**src/rtl/regfile_mp_if.sv**
```systemverilog
// Register file access bundle: decode-side read addresses/data and the
// writeback-side write port, plus clear-status flags.
interface regfile_mp_if #(
  parameter int DATA_W = 32,
  parameter int ADDR_W = 5,
  parameter int NUM_RD = 2
);
  logic [NUM_RD*ADDR_W-1:0] rs_addr;
  logic [NUM_RD*DATA_W-1:0] rs_data;
  logic [ADDR_W-1:0]        rd_addr;
  logic [DATA_W-1:0]        rd_data;
  logic                     rd_wren;
  logic                     busy;
  logic                     wr_drop;

  modport master (
    output rs_addr, rd_addr, rd_data, rd_wren,
    input  rs_data, busy, wr_drop
  );

  modport slave (
    input  rs_addr, rd_addr, rd_data, rd_wren,
    output rs_data, busy, wr_drop
  );
endinterface

```
**src/rtl/regfile_mp.sv**
```systemverilog
// Parametrised multi-read-port register file with hardware clear sequence.
// Optional feature: define REGFILE_BYPASS_EN to forward the write port to
// any read port addressing the same entry in the same cycle.
//
// state   | meaning
// --------+-----------------------------------------------------------
// S_CLEAR | zeroing entry clr_ptr each edge; reads return 0, writes dropped
// S_IDLE  | normal operation
module regfile_mp #(
  parameter int DATA_W   = 32,
  parameter int ADDR_W   = 5,
  parameter int NUM_RD   = 2,
  parameter int ZERO_REG = 1
) (
  input logic         i_clk,
  input logic         i_reset,
  regfile_mp_if.slave bus
);
  localparam int DEPTH = 1 << ADDR_W;
  // Pointer is one bit wider than the address so it never wraps before the compare.
  localparam logic [ADDR_W:0] LAST_PTR = (ADDR_W+1)'(DEPTH - 1);

  typedef enum logic {S_CLEAR, S_IDLE} state_t;

  state_t              state_q, state_d;
  logic [ADDR_W:0]     clr_ptr_q, clr_ptr_d;
  logic                wr_drop_q, wr_drop_d;
  logic                mem_we;
  logic [ADDR_W-1:0]   mem_waddr;
  logic [DATA_W-1:0]   mem_wdata;
  logic                usr_wr_ok;
  logic [DATA_W-1:0]   mem [DEPTH];
  logic [ADDR_W-1:0]   raddr;
  logic [DATA_W-1:0]   rval;
  logic [NUM_RD*DATA_W-1:0] rs_data_c;

  // Entry 0 is read-only when it is hardwired to zero.
  assign usr_wr_ok = bus.rd_wren && !((ZERO_REG != 0) && (bus.rd_addr == '0));

  // State, clear pointer and drop flag registers.
  always_ff @(posedge i_clk) begin
    if (i_reset) begin
      state_q   <= S_CLEAR;
      clr_ptr_q <= '0;
      wr_drop_q <= 1'b0;
    end else begin
      state_q   <= state_d;
      clr_ptr_q <= clr_ptr_d;
      wr_drop_q <= wr_drop_d;
    end
  end

  // Next-state logic and selection of the single array write per cycle.
  always_comb begin
    state_d   = state_q;
    clr_ptr_d = clr_ptr_q;
    wr_drop_d = 1'b0;
    mem_we    = 1'b0;
    mem_waddr = bus.rd_addr;
    mem_wdata = bus.rd_data;
    case (state_q)
      S_CLEAR: begin
        mem_we    = 1'b1;
        mem_waddr = clr_ptr_q[ADDR_W-1:0];
        mem_wdata = '0;
        clr_ptr_d = clr_ptr_q + 1'b1;
        wr_drop_d = bus.rd_wren;
        if (clr_ptr_q == LAST_PTR) state_d = S_IDLE;
      end
      S_IDLE: begin
        mem_we = usr_wr_ok;
      end
      default: begin
        state_d   = S_CLEAR;
        clr_ptr_d = '0;
      end
    endcase
  end

  // Array write port; a write coinciding with reset is discarded.
  always_ff @(posedge i_clk) begin
    if (!i_reset && mem_we) mem[mem_waddr] <= mem_wdata;
  end

  // Combinational read ports, forced to zero while clearing.
  always_comb begin
    rs_data_c = '0;
    raddr     = '0;
    rval      = '0;
    for (int k = 0; k < NUM_RD; k++) begin
      raddr = bus.rs_addr[k*ADDR_W +: ADDR_W];
      rval  = mem[raddr];
`ifdef REGFILE_BYPASS_EN
      if (bus.rd_wren && (state_q == S_IDLE) && (raddr == bus.rd_addr)) rval = bus.rd_data;
`else
`endif
      if ((ZERO_REG != 0) && (raddr == '0)) rval = '0;
      if (state_q != S_IDLE) rval = '0;
      rs_data_c[k*DATA_W +: DATA_W] = rval;
    end
  end

  assign bus.rs_data = rs_data_c;
  assign bus.busy    = (state_q != S_IDLE);
  assign bus.wr_drop = wr_drop_q;
endmodule

```
**src/flat_wrapper.sv**
```systemverilog
// flat-port wrapper written by rule: the top's interface ports become plain ports
module regfile_mp_flat 
#(
  parameter int DATA_W   = 32,
  parameter int ADDR_W   = 5,
  parameter int NUM_RD   = 2,
  parameter int ZERO_REG = 1
)
  (i_clk, i_reset, bus_rs_addr, bus_rd_addr, bus_rd_data, bus_rd_wren, bus_rs_data, bus_busy, bus_wr_drop);
  regfile_mp_if #(.DATA_W(DATA_W), .ADDR_W(ADDR_W), .NUM_RD(NUM_RD)) bus_i ();
  input logic i_clk;
  input logic i_reset;
  input wire logic [$bits(bus_i.rs_addr)-1:0] bus_rs_addr;
  input wire logic [$bits(bus_i.rd_addr)-1:0] bus_rd_addr;
  input wire logic [$bits(bus_i.rd_data)-1:0] bus_rd_data;
  input wire logic [$bits(bus_i.rd_wren)-1:0] bus_rd_wren;
  output wire logic [$bits(bus_i.rs_data)-1:0] bus_rs_data;
  output wire logic [$bits(bus_i.busy)-1:0] bus_busy;
  output wire logic [$bits(bus_i.wr_drop)-1:0] bus_wr_drop;
  assign bus_i.rs_addr = bus_rs_addr;
  assign bus_i.rd_addr = bus_rd_addr;
  assign bus_i.rd_data = bus_rd_data;
  assign bus_i.rd_wren = bus_rd_wren;
  assign bus_rs_data = bus_i.rs_data;
  assign bus_busy = bus_i.busy;
  assign bus_wr_drop = bus_i.wr_drop;
  regfile_mp #(.DATA_W(DATA_W), .ADDR_W(ADDR_W), .NUM_RD(NUM_RD), .ZERO_REG(ZERO_REG)) u_core (.i_clk(i_clk), .i_reset(i_reset), .bus(bus_i));
endmodule
```
**config.mk**
```make
export PLATFORM = sky130hd
export DESIGN_NAME = regfile_mp_flat
export DESIGN_NICKNAME = d
export VERILOG_FILES = /design/src/rtl/regfile_mp_if.sv /design/src/rtl/regfile_mp.sv /design/src/flat_wrapper.sv
export SDC_FILE = /design/constraint.sdc
export NUM_CORES = 1
export LEC_CHECK = 0
export ABC_CLOCK_PERIOD_IN_PS = 4100
export BUFFER_PORTS_ARGS = -buffer_cell sky130_fd_sc_hd__buf_2
export CAP_MARGIN = 0
export CORE_AREA = 2 2 345 347
export DETAILED_ROUTE_END_ITERATION = 16
export DIE_AREA = 0 0 347 349
export PLACE_DENSITY = 0.51
export SETUP_SLACK_MARGIN = 0.1
export SYNTH_ARGS = -nofsm -noshare
export SYNTH_HDL_FRONTEND = slang
export SYNTH_SLANG_ARGS = --single-unit
```
**constraint.sdc**
```tcl
create_clock -name i_clk -period 4.1 [get_ports i_clk]
set_input_delay 0.205 -clock i_clk [delete_from_list [all_inputs] [get_ports i_clk]]
set_output_delay 0.205 -clock i_clk [all_outputs]
set_load 0.03 [all_outputs]
```
==> key figures <==
Cells and area
  • Share of post-route cells with drive strength above 1: 21.3%
  • Layout Cell Area excl Fill: 52900 µm²
  • Final #Nets: 3057
  • Diode count: 0
  • Synthesis-to-layout area growth: 13.5%

Drt
  • Vias per cell: 6.37
  • Drt first-iter violations: 3571
  • Vias: 29500
  • WL final: 160 mm
  • DRT Pass-1 Iters: 6
  • Per-cell routed wire length: 34.5 µm
  • Antenna viol nets, final: 0
  • Number of remaining DRC errors: 0

Synthesis
  • Most area-consuming cells after synthesis: edfxtp_1 (64%), mux2i_1 (12%), mux4_2 (9.3%)
  • Most common cell in the synthesized netlist: edfxtp_1
  • Sequential area share after synthesis: 64.2%
  • Synth top area share: 63.9%
  • Syn nets: 2915
  • Post-synth EDFFs: 992
  • Asr flop ratio synth: 0%
  • Predominant post-synthesis flop cell: edfxtp_1
  • Synth Instances: 2864
  • Mapped Area: 46600 µm²
  • Synthesized flop and latch total: 1000
  • Ys Warns: 0
  • Distinct cells, synth: 44
  • Post-synth top cells: edfxtp_1 (992), mux2i_1 (578), a22oi_1 (192), mux4_2 (192), o22ai_1 (192)
  • Syn_area_per_cell: 16.3 µm²
  • Cell accounting for the most synthesized area: edfxtp_1

STA
  • Fmax achieved: 0.270 GHz
  • Crit share post-route: 90.3%
  • Worst slew margin: 5.49%
  • Endpoints failing hold: 0
  • Setup Total Neg Slack: 0 ns
  • RSZ-0062 raised after global routing: false
  • Clk_skew: 0.0387 ns
  • Final slew viol count: 0
  • Tmin final: 3.70 ns
  • Slew @ Worst Pin: 1.42 ns
  • Setup violators final: 0

GRT
  • First-pass GRT wire length: 224 mm
  • Vias in the first global route: 30200
  • Initial antenna violation count: 1
  • GRT overflow: 0
  • All-layer global routing usage: 26.0%
  • Pin count of the biggest net entering global routing: 104

Worst setup path
  • CP max stage cell: or3b_2
  • CP required: 3.89 ns
  • Critical Path Start: u_core.state_q$_SDFF_PP0_
  • Crit path capture: bus_rs_data[27]
  • Slowest Stage Delay on Critical Path: 0.92 ns
  • Worst reg2reg path startpoint: u_core.state_q$_SDFF_PP0_
  • Worst Setup End Kind: output pin
  • Worst path depth: 6
  • Reg2reg path depth: 4
  • Crit path cell chain: or3b_2 -> buf_4 -> a221oi_1 -> a22oi_1 -> nand4_1 -> buf_2
  • Max FO, Critical Path: 24
  • Worst r2r dst: u_core.mem[17][17]$_DFFE_PP_
  • Worst EP arrival: 3.50 ns
  • R2r setup slk: 1.32 ns
  • Delay-heaviest family, CP: simple AND/OR/NAND/NOR gates
  • WP buf/inv: 2
  • CP startpoint kind: flop
  • Critical path class: reg2out

Pwr
  • Power share of the combinational group: 5.5%
  • Flop pwr share: 51.3%
  • Clk network pwr share: 43.2%
  • Switching Share: 22.3%
  • Switching pwr: 0.00485 W
  • Peak VDD IR: 0.340 mV
  • Pwr Density: 410 nW/µm²
  • Int Pwr: 0.0169 W
  • Leakage: 18.8 nW

Clock network
  • CTS clock-pin slew for the worst setup and hold paths: 0.06 ns
  • CTS H-tree depth: 3
  • CTS sink cnt: 1000
  • Num CTS Buffers: 110
  • CTS tree: yes
  • Clk_lat worst skew: 0.71 ns
  • Post_cts resized: 0
  • CTS root buf: clkbuf_16
  • CTS Buffer Depth: 3

Run status
  • Outcome: complete, no violations

Place
  • Hpwl dp: 99.2 mm
  • Placer Congestion: 0.826
  • IO Port Bufs: 115
  • Area after DPL: 49600 µm²

Flow run
  • Max-cap check violation count: 0

Die
  • Die Y: 349 µm
  • I/O Pins: 116
  • Initial Util: 39.7%
  • Die footprint: 121000 µm²
  • Die width: 347 µm
  • Std cell rows: 126
  • CORE AREA: 117000 µm²

Worst hold path
  • Path category of the worst min-delay check: in2reg
## worst min-delay path, cell delays in order
cell and delay (ns):
buf_2 0.09, and2_1 0.15, buf_4 0.23
## layout make-up
| class | instances | area [µm²] |
|---|---|---|
| inverter | 4 | 15.0 |
| sequential | 1000 | 30000 |
| clock buffer | 137 | 2900 |
| clock inverter | 62 | 442 |
| multi-input combinational | 1626 | 15700 |
| fill | 10100 | 64500 |
| tap | 1536 | 1920 |
| timing repair buffer | 264 | 2010 |
## worst min-delay path by stage
stage	start	to	slack [ns]	depth (start not counted)
after floorplan	bus_rd_wren	u_core.bus.wr_drop$_SDFF_PP0_	0.37	1
after global placement	u_core.clr_ptr_q[5]$_SDFFE_PP0N_	u_core.clr_ptr_q[5]$_SDFFE_PP0N_	0.47	2
after detailed placement	u_core.clr_ptr_q[5]$_SDFFE_PP0N_	u_core.clr_ptr_q[5]$_SDFFE_PP0N_	0.48	2
after CTS	bus_rd_data[15]	u_core.mem[21][15]$_DFFE_PP_	0.16	3
after global routing	bus_rd_data[15]	u_core.mem[21][15]$_DFFE_PP_	0.21	3
final	bus_rd_data[5]	u_core.mem[14][5]$_DFFE_PP_	0.19	3
## sequential cells by signal, summed over array words and instances, names as in the netlist
name / count
u_core.mem: 992
u_core.clr_ptr_q: 6
u_core.bus.wr_drop: 1
u_core.state_q: 1
## repair_timing
action / 4_1_cts / 5_1_grt
hold buffers: 2 / 0
buffers inserted: 0 / 0
hold endpoints to repair: 8 / 0
## logic make-up (layout without fill, tap and decap cells)
group	Yosys count	after routing	synth area share, %
AOI/OAI and AO/OA	523	523	7.72
buffers and inverters	238	467	2.81
DFF	1000	1000	64.2
adders and majority gates	1	1	0.0268
xor gates and xnor gates	4	4	0.0751
muxes	771	771	21.7
and+or+nand+nor	327	327	3.46
## power groups by stage
stage	combinational [W]	sequential, W	clock, W
after detailed placement	0.00119	0.0114	0
after global placement	0.00119	0.0113	0
after CTS	0.00120	0.0111	0.00949
after floorplan	0.000821	0.0113	0
after global routing	0.00125	0.0111	0.00989
final	0.00120	0.0111	0.00937
## per-layer routing
metal	GRT usage, %	wire length [µm]	part of all wire (%)
met1	33.6	63600	40
met2	44.2	79200	50
met3	4.22	11300	7.1
met4	9.58	5610	3.5
met5	0	7	0.0044
## stage by stage
step | setup slack [ns] | cells | total power [W] | hold slack [ns] | utilization (%)
after global routing | 0.349 | 4629 | 0.0223 | 0.207 | 45.1
after detailed placement | 1.10 | 4428 | 0.0125 | 0.481 | 42.2
after CTS | 0.427 | 4629 | 0.0218 | 0.157 | 45.1
after global placement | 1.06 | 4428 | 0.0125 | 0.473 | 42.2
after floorplan | 1.09 | 2864 | 0.0122 | 0.372 | -
final | 0.396 | 4629 | 0.0217 | 0.193 | 45.1
## cells in the final DEF, fill, tap and decap left out, types with 3 or more instances in the layout
cell and n:
edfxtp_1 992, mux2i_1 578, o22ai_1 192, mux4_2 192, a22oi_1 192, nand2_1 141
buf_4 125, clkbuf_16 112, buf_2 111, o21ai_0 67, nand4_1 66, a221oi_1 64
nor2_4 36, and2_1 32, clkinv_1 29, clkbuf_1 25, clkinv_2 22, buf_12 22
nor2_1 7, dfxtp_1 7, or3b_2 6, nand3_1 6, nand3b_1 5, bufinv_16 5
buf_8 4, inv_1 3, nor2b_4 3, and2_2 3, a21o_1 3, or3_1 3
xor2_1 3, clkinv_8 3
(Power assumes the default switching activity.)
